**src/rtl/btb_update_ctrl_pkg.sv**
```systemverilog
// btb_pkg: shared types and constants for the BTB update controller.
//   PC_W      program-counter width
//   PC_INC    default next-sequential PC increment
//   res_e     outcome of resolving the EX-stage prediction
//   wr_rec_t  captured BTB write record {pc, tgt, state}
//   classify  maps (branch valid, predicted, taken, target match) to res_e
package btb_pkg;

  localparam int unsigned PC_W = 32;
  localparam logic [PC_W-1:0] PC_INC = 32'd4;

  typedef enum logic [2:0] {
    RES_OK,     // prediction correct, nothing to do
    RES_TGT,    // predicted taken, taken, wrong target
    RES_NT,     // predicted taken, not taken
    RES_T,      // not predicted, taken
    RES_ALIAS   // BTB hit on a non-branch
  } res_e;

  typedef struct packed {
    logic [PC_W-1:0] pc;
    logic [PC_W-1:0] tgt;
    logic            state;
  } wr_rec_t;

  function automatic res_e classify(input logic b, input logic p,
                                    input logic t, input logic tgt_match);
    res_e r;
    r = RES_OK;
    if (b) begin
      if (p) begin
        if (!t)             r = RES_NT;
        else if (!tgt_match) r = RES_TGT;
      end else if (t) begin
        r = RES_T;
      end
    end else if (p) begin
      r = RES_ALIAS;
    end
    return r;
  endfunction

endpackage

```
**src/rtl/btb_update_ctrl_if.sv**
```systemverilog
// btb_update_ctrl_if: groups the BTB read result, hazard controls, EX-stage
// branch outcome and the controller outputs (redirect + BTB write port).
//   slave  : the controller (btb_update_ctrl)
//   master : the surrounding core / testbench
// Optional macro BTB_PERF_EN adds br_cnt / mispred_cnt.
interface btb_update_ctrl_if;
  import btb_pkg::*;

  logic            rd_predicted;
  logic [PC_W-1:0] rd_predicted_PC;
  logic            bubbleD;
  logic            flushD;
  logic            bubbleE;
  logic            flushE;
  logic [PC_W-1:0] PCE;
  logic            br_valid_E;
  logic            br_taken_E;
  logic [PC_W-1:0] br_target_E;
  logic            mispredict;
  logic [PC_W-1:0] redirect_PC;
  logic            wr_req;
  logic [PC_W-1:0] wr_PC;
  logic [PC_W-1:0] wr_predicted_PC;
  logic            wr_predicted_state_bit;
`ifdef BTB_PERF_EN
  logic [31:0]     br_cnt;
  logic [31:0]     mispred_cnt;
`endif

  modport slave (
    input  rd_predicted, rd_predicted_PC, bubbleD, flushD, bubbleE, flushE,
           PCE, br_valid_E, br_taken_E, br_target_E,
    output mispredict, redirect_PC, wr_req, wr_PC, wr_predicted_PC,
           wr_predicted_state_bit
`ifdef BTB_PERF_EN
           , br_cnt, mispred_cnt
`endif
  );

  modport master (
    output rd_predicted, rd_predicted_PC, bubbleD, flushD, bubbleE, flushE,
           PCE, br_valid_E, br_taken_E, br_target_E,
    input  mispredict, redirect_PC, wr_req, wr_PC, wr_predicted_PC,
           wr_predicted_state_bit
`ifdef BTB_PERF_EN
           , br_cnt, mispred_cnt
`endif
  );

endinterface

```
**src/rtl/btb_pred_stage_reg.sv**
```systemverilog
// btb_pred_stage_reg: one pipeline register for the fetch-time prediction
// {pred, pred_pc}. flush clears (highest priority), bubble holds, else load.
//   clk, rst        clock, async active-high reset
//   flush, bubble   clear / hold controls
//   pred_in, pc_in  incoming prediction
//   pred_out,pc_out registered prediction
module btb_pred_stage_reg
  import btb_pkg::*;
(
  input  logic            clk,
  input  logic            rst,
  input  logic            flush,
  input  logic            bubble,
  input  logic            pred_in,
  input  logic [PC_W-1:0] pc_in,
  output logic            pred_out,
  output logic [PC_W-1:0] pc_out
);

  logic            pred_q, pred_d;
  logic [PC_W-1:0] pc_q, pc_d;

  always_comb begin
    pred_d = pred_q;
    pc_d   = pc_q;
    if (flush) begin
      pred_d = 1'b0;
      pc_d   = '0;
    end else if (!bubble) begin
      pred_d = pred_in;
      pc_d   = pc_in;
    end
  end

  always_ff @(posedge clk or posedge rst) begin
    if (rst) begin
      pred_q <= 1'b0;
      pc_q   <= '0;
    end else begin
      pred_q <= pred_d;
      pc_q   <= pc_d;
    end
  end

  assign pred_out = pred_q;
  assign pc_out   = pc_q;

endmodule

```
**src/rtl/btb_update_ctrl.sv**
```systemverilog
// btb_update_ctrl: carries each BTB prediction IF->D->E, resolves it in EX
// against the real branch outcome, redirects fetch on a mispredict and
// issues a one-cycle BTB write one cycle later.
//   clk, rst  core clock, async active-high reset
//   bus       btb_update_ctrl_if.slave (BTB read, hazards, EX outcome,
//             mispredict/redirect_PC, wr_* write port)
//   PC_INC    next-sequential increment for not-taken redirects
// Optional macro BTB_PERF_EN: saturating br_cnt / mispred_cnt on the bus.
module btb_update_ctrl #(
  parameter logic [31:0] PC_INC = btb_pkg::PC_INC
) (
  input logic             clk,
  input logic             rst,
  btb_update_ctrl_if.slave bus
);
  import btb_pkg::*;

  logic            pred_D, pred_E;
  logic [PC_W-1:0] pc_D, pc_E;

  btb_pred_stage_reg u_stage_d (
    .clk      (clk),
    .rst      (rst),
    .flush    (bus.flushD),
    .bubble   (bus.bubbleD),
    .pred_in  (bus.rd_predicted),
    .pc_in    (bus.rd_predicted_PC),
    .pred_out (pred_D),
    .pc_out   (pc_D)
  );

  btb_pred_stage_reg u_stage_e (
    .clk      (clk),
    .rst      (rst),
    .flush    (bus.flushE),
    .bubble   (bus.bubbleE),
    .pred_in  (pred_D),
    .pc_in    (pc_D),
    .pred_out (pred_E),
    .pc_out   (pc_E)
  );

  res_e            res;
  logic            mis;
  logic [PC_W-1:0] redirect;
  wr_rec_t         rec;

  logic    done_q, done_d;
  logic    wr_req_q, wr_req_d;
  wr_rec_t wr_rec_q, wr_rec_d;

  // Resolution is suppressed once the current EX occupant has already
  // resolved during a stall, so a held branch pulses only once.
  always_comb begin
    res      = RES_OK;
    redirect = '0;
    rec      = '0;
    if (!done_q)
      res = classify(bus.br_valid_E, pred_E, bus.br_taken_E,
                     bus.br_target_E == pc_E);
    case (res)
      RES_TGT, RES_T: begin
        redirect = bus.br_target_E;
        rec      = '{pc: bus.PCE, tgt: bus.br_target_E, state: 1'b1};
      end
      RES_NT, RES_ALIAS: begin
        redirect = bus.PCE + PC_INC;
        rec      = '{pc: bus.PCE, tgt: pc_E, state: 1'b0};
      end
      default: ;
    endcase
    mis = (res != RES_OK);
  end

  always_comb begin
    done_d   = done_q;
    wr_req_d = mis;
    wr_rec_d = mis ? rec : wr_rec_q;
    if (bus.flushE || !bus.bubbleE)
      done_d = 1'b0;
    else if (!done_q && (bus.br_valid_E || pred_E))
      done_d = 1'b1;
  end

  always_ff @(posedge clk or posedge rst) begin
    if (rst) begin
      done_q   <= 1'b0;
      wr_req_q <= 1'b0;
      wr_rec_q <= '0;
    end else begin
      done_q   <= done_d;
      wr_req_q <= wr_req_d;
      wr_rec_q <= wr_rec_d;
    end
  end

  assign bus.mispredict             = mis;
  assign bus.redirect_PC            = redirect;
  assign bus.wr_req                 = wr_req_q;
  assign bus.wr_PC                  = wr_rec_q.pc;
  assign bus.wr_predicted_PC        = wr_rec_q.tgt;
  assign bus.wr_predicted_state_bit = wr_rec_q.state;

`ifdef BTB_PERF_EN
  logic [31:0] br_cnt_q, br_cnt_d;
  logic [31:0] mispred_cnt_q, mispred_cnt_d;

  always_comb begin
    br_cnt_d      = br_cnt_q;
    mispred_cnt_d = mispred_cnt_q;
    if (!done_q && bus.br_valid_E && br_cnt_q != '1)
      br_cnt_d = br_cnt_q + 32'd1;
    if (mis && mispred_cnt_q != '1)
      mispred_cnt_d = mispred_cnt_q + 32'd1;
  end

  always_ff @(posedge clk or posedge rst) begin
    if (rst) begin
      br_cnt_q      <= '0;
      mispred_cnt_q <= '0;
    end else begin
      br_cnt_q      <= br_cnt_d;
      mispred_cnt_q <= mispred_cnt_d;
    end
  end

  assign bus.br_cnt      = br_cnt_q;
  assign bus.mispred_cnt = mispred_cnt_q;
`else
  // Performance counters not built.
`endif

endmodule

```
**src/flat_wrapper.sv**
```systemverilog
// flat-port wrapper written by rule: the top's interface ports become plain ports
module btb_update_ctrl_flat import btb_pkg::*;
#(
  parameter logic [31:0] PC_INC = btb_pkg::PC_INC
)
  (clk, rst, bus_rd_predicted, bus_rd_predicted_PC, bus_bubbleD, bus_flushD, bus_bubbleE, bus_flushE, bus_PCE, bus_br_valid_E, bus_br_taken_E, bus_br_target_E, bus_mispredict, bus_redirect_PC, bus_wr_req, bus_wr_PC, bus_wr_predicted_PC, bus_wr_predicted_state_bit);
  btb_update_ctrl_if bus_i ();
  input logic clk;
  input logic rst;
  input wire logic [$bits(bus_i.rd_predicted)-1:0] bus_rd_predicted;
  input wire logic [$bits(bus_i.rd_predicted_PC)-1:0] bus_rd_predicted_PC;
  input wire logic [$bits(bus_i.bubbleD)-1:0] bus_bubbleD;
  input wire logic [$bits(bus_i.flushD)-1:0] bus_flushD;
  input wire logic [$bits(bus_i.bubbleE)-1:0] bus_bubbleE;
  input wire logic [$bits(bus_i.flushE)-1:0] bus_flushE;
  input wire logic [$bits(bus_i.PCE)-1:0] bus_PCE;
  input wire logic [$bits(bus_i.br_valid_E)-1:0] bus_br_valid_E;
  input wire logic [$bits(bus_i.br_taken_E)-1:0] bus_br_taken_E;
  input wire logic [$bits(bus_i.br_target_E)-1:0] bus_br_target_E;
  output wire logic [$bits(bus_i.mispredict)-1:0] bus_mispredict;
  output wire logic [$bits(bus_i.redirect_PC)-1:0] bus_redirect_PC;
  output wire logic [$bits(bus_i.wr_req)-1:0] bus_wr_req;
  output wire logic [$bits(bus_i.wr_PC)-1:0] bus_wr_PC;
  output wire logic [$bits(bus_i.wr_predicted_PC)-1:0] bus_wr_predicted_PC;
  output wire logic [$bits(bus_i.wr_predicted_state_bit)-1:0] bus_wr_predicted_state_bit;
  assign bus_i.rd_predicted = bus_rd_predicted;
  assign bus_i.rd_predicted_PC = bus_rd_predicted_PC;
  assign bus_i.bubbleD = bus_bubbleD;
  assign bus_i.flushD = bus_flushD;
  assign bus_i.bubbleE = bus_bubbleE;
  assign bus_i.flushE = bus_flushE;
  assign bus_i.PCE = bus_PCE;
  assign bus_i.br_valid_E = bus_br_valid_E;
  assign bus_i.br_taken_E = bus_br_taken_E;
  assign bus_i.br_target_E = bus_br_target_E;
  assign bus_mispredict = bus_i.mispredict;
  assign bus_redirect_PC = bus_i.redirect_PC;
  assign bus_wr_req = bus_i.wr_req;
  assign bus_wr_PC = bus_i.wr_PC;
  assign bus_wr_predicted_PC = bus_i.wr_predicted_PC;
  assign bus_wr_predicted_state_bit = bus_i.wr_predicted_state_bit;
  btb_update_ctrl #(.PC_INC(PC_INC)) u_core (.clk(clk), .rst(rst), .bus(bus_i));
endmodule
```
**config.mk**
```make
export PLATFORM = sky130hd
export DESIGN_NAME = btb_update_ctrl_flat
export DESIGN_NICKNAME = d
export VERILOG_FILES = /design/src/rtl/btb_update_ctrl_pkg.sv /design/src/rtl/btb_update_ctrl_if.sv /design/src/rtl/btb_pred_stage_reg.sv /design/src/rtl/btb_update_ctrl.sv /design/src/flat_wrapper.sv
export SDC_FILE = /design/constraint.sdc
export NUM_CORES = 1
export LEC_CHECK = 0
export CORE_AREA = 2 2 169 122
export CTS_CLUSTER_SIZE = 10
export DETAILED_ROUTE_END_ITERATION = 8
export DIE_AREA = 0 0 171 124
export HOLD_SLACK_MARGIN = 0.15
export SLEW_MARGIN = 30
export SYNTH_ARGS = -nofsm -noshare
export SYNTH_HDL_FRONTEND = slang
export SYNTH_SLANG_ARGS = --single-unit
```
**constraint.sdc**
```tcl
create_clock -name clk -period 5.4 [get_ports clk]
set_input_delay 0.81 -clock clk [delete_from_list [all_inputs] [get_ports clk]]
set_output_delay 0.81 -clock clk [all_outputs]
set_load 0.05 [all_outputs]
```
==> results of run 1 <==
==> where the power goes <==
group | switching (mW) | internal, mW | total [mW] | leakage, nW
sequential | 0.0696 | 1.11 | 1.18 | 1.69
combinational | 0.662 | 0.383 | 1.04 | 2.34
clock | 0.453 | 0.675 | 1.13 | 0.276
total | 1.18 | 2.16 | 3.35 | 4.30
==> metal layers <==
layer  track usage  up-vias  share of wire
met2         0.305      215           0.44
li1              -     2748              -
met5             0        -         0.0013
met3        0.0626       19          0.078
met1         0.299     2820           0.47
met4        0.0424        4         0.0078
==> registers in the layout, indices dropped and copies added, names as in the netlist <==
name                               cells
u_core.bus.wr_PC                      32
u_core.bus.wr_predicted_PC            32
u_core.u_stage_e.pc_out               32
u_core.u_stage_d.pred_out              1
u_core.bus.wr_predicted_state_bit      1
u_core.done_q                          1
u_core.u_stage_d.pc_out               32
u_core.bus.wr_req                      1
u_core.u_stage_e.pred_out              1
==> cell families after synthesis <==
logic type,count (synthesis),synth area share
and+or+nand+nor,263,0.166
DFF,133,0.494
muxes,99,0.153
buffers and inverters,81,0.0513
AOI/OAI and AO/OA,73,0.0643
xor gates and xnor gates,53,0.0689
adders and majority gates,1,0.00186
==> cells in the final DEF, fill, tap and decap left out, drive strengths merged <==
master           n
a2111oi          1
a21oi            1
a221oi           1
a22o             1
a31oi           32
and2             1
and3             2
buf             44
bufinv           2
clkbuf          18
clkdlybuf4s50  168
clkinv           8
clkinvlp         2
dfrtp          133
ha               1
inv             37
mux2            33
mux2i           66
nand2           78
nand2b           1
nand3           42
nand4           11
nor2           113
nor3             5
nor3b            1
nor4             4
o2111ai          1
o21ai           31
o22ai            2
o2bb2ai          2
o31ai            1
or2              2
or3              1
or4              2
xnor2           37
xor2            16
==> stage by stage <==
step,hold slack (ns),area [sq um],std cells
global route,0.501,9740,1171
floorplan,0.486,6740,703
global placement,0.462,9170,1140
finish,0.483,9740,1171
CTS,0.494,9740,1171
detailed placement,0.475,9180,1140
==> worst paths after layout <==
path | end | slack [ns] | start
max | bus_redirect_PC[2] | 0.69 | bus_br_target_E[3]
min | u_core.bus.wr_predicted_state_bit$_DFFE_PP0P_ | 0.48 | u_core.bus.wr_predicted_state_bit$_DFFE_PP0P_
max reg2reg | u_core.bus.wr_PC[17]$_DFFE_PP0P_ | 1.85 | u_core.u_stage_e.pc_out[3]$_DFFE_PP0N_
min reg2reg | u_core.bus.wr_predicted_state_bit$_DFFE_PP0P_ | 0.48 | u_core.bus.wr_predicted_state_bit$_DFFE_PP0P_
max in group asynchronous | u_core.u_stage_e.pc_out[17]$_DFFE_PP0N_ | 3.44 | rst
min in group asynchronous | u_core.u_stage_e.pc_out[22]$_DFFE_PP0N_ | 0.89 | rst
==> critical path, cell delays in order <==
cell,delay [ns]
sky130_fd_sc_hd__clkdlybuf4s50_1,0.47
sky130_fd_sc_hd__xnor2_1,0.51
sky130_fd_sc_hd__nand4_1,0.30
sky130_fd_sc_hd__nor4_1,0.29
sky130_fd_sc_hd__nand4_1,0.24
sky130_fd_sc_hd__o31ai_4,0.29
sky130_fd_sc_hd__buf_12,0.38
sky130_fd_sc_hd__mux2_2,0.38
sky130_fd_sc_hd__buf_4,0.19
==> layout make-up <==
cell class              count  area [sq um]  share of cell area
clock buffers              18           429              0.0440
clock inverters            13           135              0.0139
inverters                  36           143              0.0146
multi-input cells         489          3080               0.317
flip-flops and latches    133          3330               0.342
well taps                 270           338              0.0347
repair buffers            212          2290               0.235
==> impl_metrics.yaml, run 1 <==
place:
  preCtsSetupSlack_ns: 0.802
  gp_congestion: 0.815
  hpwl_after_detailed_placement_mm: 15.6
  port-buffer-count: 203
drt:
  route.detailed.vias_per_inst: 4.96
  drt_pass1_iterations: 5
  drcViolationCount: 0
  detailedRoute.firstIterationViolations: 479
  totalWireLength_mm: 21.5
  route.vias.total: 5806
  wl_per_cell_um: 18.3
  post_detailed_route_count_of_antenna_violating_nets: 0
sta:
  timing.max_slew.rel_slack: 0.477
  unrepaired_setup_endpoints_after_global_routing: "false"
  setup-violations-final: 0
  transition_at_the_pin_with_the_smallest_max_transition_slack_ns: 0.779
  min_period_ns: 4.71
  maxSlewViolCount: 0
  final_min_period_over_clock_period: 0.873
  final_hold_viol_count: 0
  finalClockSkew_ns: 0.00831
  highest_clock_rate_mhz: 212
  worst_slack_ns: 0.686
  sum_of_negative_setup_slack_ns: 0
synthesis:
  ys_seq_elements: 133
  mappedNetlistNets: 809
  synth.yosys.seq_area_share: 0.494
  synth.area.top_cells: "sky130_fd_sc_hd__dfrtp_1 49%, sky130_fd_sc_hd__mux2i_1 9.8%, sky130_fd_sc_hd__nor2_1 6.3%"
  synth_flop_cell: "sky130_fd_sc_hd__dfrtp_1"
  netlist-cell-type-count: 38
  synthTopCellsByCount: "133 x sky130_fd_sc_hd__dfrtp_1, 113 x sky130_fd_sc_hd__nor2_1, 78 x sky130_fd_sc_hd__nand2_1, 66 x sky130_fd_sc_hd__mux2i_1, 42 x sky130_fd_sc_hd__nand3_1"
  share_of_the_synthesized_area_in_the_top_cell_type: 0.494
  syn-mean-instance-area_sq_um: 9.58
  syn_inst: 703
  synth-edff-count: 0
  synth-warning-count: 0
  count_leader_synth: "sky130_fd_sc_hd__dfrtp_1"
  biggest_area_consumer_among_synthesized_cells: "sky130_fd_sc_hd__dfrtp_1"
  synth_async_sr_flop_share: 1.00
  post_synthesis_cell_area_sq_um: 6740
power_and_ir_drop:
  irDropWorstVdd_mv: 0.183
  totalPowerFinal_mw: 3.35
  power-per-cell-area_nw_per_um2: 344
  leakagePower_nw: 4.30
finish:
  fraction_of_layout_instances_using_a_drive_strength_above_1: 0.0977
  layout-area-overhead-vs-synth_pct: 44.7
  fill_cells: 1838
  fin_nets: 995
  antennaDiodeCount: 0
  fin_util: 0.500
clocking:
  cts_root_buf: "sky130_fd_sc_hd__clkbuf_16"
  holdBufCountCts: 0
  insertion_delay_ns: 0.42
  total_cts_buffers: 17
  clkSinkCount: 133
  htree_num_levels: 4
  post-cts-setup-buffers: 0
  clkSlewWorstSetupHoldPaths_ns: 0.06
  tritoncts: "yes"
  cts-root-to-sink-buffers: 2
  ctsResizeCount: 0
global_route:
  grt_pass1_wl_mm: 32.6
  grt_use_total: 0.207
  grt_overflow: 0
  grt_antenna_before_repair: 2
  grt_start_max_net_pins: 99
  grt_pass1_vias: 5464
setup_path:
  crit_type: "in -> out"
  critPathMaxFanout: 98
  cp.required_ns: 4.59
  crit_path_start_kind: "primary input"
  timing.critical_path.to_type: "output port"
  worstRegToRegCells: 9
  data_arrival_at_the_endpoint_of_the_critical_path_ns: 3.90
outcome:
  outcome: "completed"
floorplan:
  die_x_um: 171
  starting_density_of_the_core: 0.346
  design.die.area_sq_um: 21200
  io_pins: 204
  die-height_um: 124
  floorplan.rows: 43
  core_area_sq_um: 19500
worst_hold_path:
  worstHoldPathCells: 2
  worst_hold_path_type: "reg -> reg"
flow_run:
  max_cap_violations: 0
Power figures use the tool's default switching activity.
==> run 2, diff against run 1 <==
--- a/config.mk
+++ b/config.mk
@@ -5,11 +5,13 @@
 export SDC_FILE = /design/constraint.sdc
 export NUM_CORES = 1
 export LEC_CHECK = 0
-export CORE_AREA = 2 2 169 122
+export CORE_AREA = 2 2 145 105
 export CTS_CLUSTER_SIZE = 10
 export DETAILED_ROUTE_END_ITERATION = 8
-export DIE_AREA = 0 0 171 124
+export DIE_AREA = 0 0 147 107
 export HOLD_SLACK_MARGIN = 0.15
+export PLACE_DENSITY = 0.8
+export REMOVE_ABC_BUFFERS = 1
 export SLEW_MARGIN = 30
 export SYNTH_ARGS = -nofsm -noshare
 export SYNTH_HDL_FRONTEND = slang
==> impl_metrics.yaml, run 2 (synthesis gave the netlist of run 1 again) <==
outcome:
  outcome: "completed"
floorplan:
  io_pins: 204
  design.die.area_sq_um: 15700
  core_area_sq_um: 14400
  die-height_um: 107
  floorplan.rows: 37
  starting_density_of_the_core: 0.469
  die_x_um: 147
power_and_ir_drop:
  netSwitchingPower_mw: 1.18
  power_switching_share: 0.341
  seq_power_share: 0.338
  power-per-cell-area_nw_per_um2: 359
  leakagePower_nw: 4.31
  irDropWorstVdd_mv: 0.217
  clkPwrFrac: 0.362
  internal_power_of_the_cells_mw: 2.28
  comb_power_share: 0.300
sta:
  setup-violations-final: 0
  finalClockSkew_ns: 0.0152
  worst_slack_ns: 0.541
  highest_clock_rate_mhz: 206
  transition_at_the_pin_with_the_smallest_max_transition_slack_ns: 0.696
  unrepaired_setup_endpoints_after_global_routing: "false"
  final_hold_viol_count: 0
  final_min_period_over_clock_period: 0.900
  timing.max_slew.rel_slack: 0.532
  maxSlewViolCount: 0
  min_period_ns: 4.86
flow_run:
  max_cap_violations: 0
clocking:
  htree_num_levels: 4
  cts_root_buf: "sky130_fd_sc_hd__clkbuf_16"
  insertion_delay_ns: 0.42
  holdBufCountCts: 0
  clkSlewWorstSetupHoldPaths_ns: 0.06
  total_cts_buffers: 17
  cts-root-to-sink-buffers: 2
  ctsResizeCount: 0
  post-cts-setup-buffers: 0
  tritoncts: "yes"
  clkSinkCount: 133
place:
  preCtsSetupSlack_ns: 0.542
  port-buffer-count: 203
  gp_congestion: 0.846
  placement.cell_area_sq_um: 9020
  hpwl_after_detailed_placement_mm: 14.5
setup_path:
  crit_type: "in -> out"
  worstRegToRegCells: 9
  timing.critical_path.to_type: "output port"
  data_arrival_at_the_endpoint_of_the_critical_path_ns: 4.05
  critPathMaxFanout: 9
  crit_path_start_kind: "primary input"
  cp.required_ns: 4.59
drt:
  post_detailed_route_count_of_antenna_violating_nets: 0
  drcViolationCount: 0
  route.vias.total: 5954
  route.detailed.vias_per_inst: 5.43
  wl_per_cell_um: 19.5
  drt_pass1_iterations: 6
  totalWireLength_mm: 21.4
  detailedRoute.firstIterationViolations: 346
global_route:
  grt_pass1_wl_mm: 33.4
  grt_start_max_net_pins: 122
  grt_overflow: 0
  grt_use_total: 0.279
  grt_antenna_before_repair: 0
  grt_pass1_vias: 6014
worst_hold_path:
  worst_hold_path_type: "reg -> reg"
  worstHoldPathCells: 1
finish:
  most-common-layout-cells: "170 x sky130_fd_sc_hd__clkdlybuf4s50_1, 133 x sky130_fd_sc_hd__dfrtp_1, 112 x sky130_fd_sc_hd__nor2_1"
  antennaDiodeCount: 0
  layout_commonest_cell: "sky130_fd_sc_hd__clkdlybuf4s50_1"
  fin_nets: 994
  post-route-cell-area_sq_um: 9660
  fraction_of_layout_instances_using_a_drive_strength_above_1: 0.0954
  layout-area-overhead-vs-synth_pct: 43.4
  fin_util: 0.673
run 2: changes by cell type in the layout (fill, tap and decap cells not counted), moves of 2 or more:
cell,delta
sky130_fd_sc_hd__buf_12,-5
sky130_fd_sc_hd__buf_4,+2
sky130_fd_sc_hd__bufinv_16,+2
sky130_fd_sc_hd__clkbuf_8,+2
sky130_fd_sc_hd__clkdlybuf4s50_1,+2
sky130_fd_sc_hd__clkinv_2,-3
sky130_fd_sc_hd__clkinvlp_4,-2
run 2: stage by stage:
stage | cells | power (mW) | TNS (ns) | hold slack [ns]
finish | 1096 | 3.46 | 0 | 0.489
global route | 1096 | 3.58 | 0 | 0.509
CTS | 1096 | 3.48 | 0 | 0.495
detailed placement | 1064 | 2.22 | 0 | 0.476
global placement | 1064 | 2.21 | 0 | 0.470
floorplan | 658 | 1.78 | -451.41 | 0.486
run 2: power by group through the flow:
| stage | clock [mW] | sequential [mW] | combinational (mW) |
|---|---|---|---|
| final | 1.25 | 1.17 | 1.04 |
| after global routing | 1.31 | 1.18 | 1.09 |
| after CTS | 1.26 | 1.17 | 1.04 |
| after detailed placement | 0 | 1.19 | 1.04 |
| after global placement | 0 | 1.18 | 1.03 |
| after floorplan | 0 | 1.49 | 0.292 |
run 2: cell type report:
cell class,instances,area (sq um)
tap,195,244
multi-input combinational,489,3090
fill,1119,4690
clock inverter,11,174
inverter,36,143
sequential,133,3330
clock buffer,21,460
timing repair buffer,211,2220
run 2: path summary, 6_finish.rpt:
check	startpoint	end	slack [ns]
max	bus_br_target_E[22]	bus_redirect_PC[28]	0.54
min	u_core.bus.wr_PC[23]$_DFFE_PP0P_	u_core.bus.wr_PC[23]$_DFFE_PP0P_	0.49
max reg2reg	u_core.u_stage_e.pc_out[29]$_DFFE_PP0N_	u_core.bus.wr_PC[19]$_DFFE_PP0P_	1.69
min reg2reg	u_core.bus.wr_PC[23]$_DFFE_PP0P_	u_core.bus.wr_PC[23]$_DFFE_PP0P_	0.49
max in group asynchronous	rst	u_core.u_stage_e.pc_out[22]$_DFFE_PP0N_	3.52
min in group asynchronous	rst	u_core.u_stage_e.pc_out[9]$_DFFE_PP0N_	0.92
run 2: metal layers:
metal	wire length [um]	GRT usage
met5	0	0
met4	227	0.0776
met3	2000	0.0723
met2	9800	0.443
met1	9330	0.383
run 2: worst max-delay path, stage by stage:
cell                              delay [ns]
sky130_fd_sc_hd__clkdlybuf4s50_1        0.58
sky130_fd_sc_hd__xnor2_1                0.16
sky130_fd_sc_hd__nand4_1                0.17
sky130_fd_sc_hd__nor4_1                 0.40
sky130_fd_sc_hd__nand4_1                0.30
sky130_fd_sc_hd__o31ai_4                0.49
sky130_fd_sc_hd__nand3_1                0.13
sky130_fd_sc_hd__o21ai_0                0.15
sky130_fd_sc_hd__clkdlybuf4s50_1        0.87
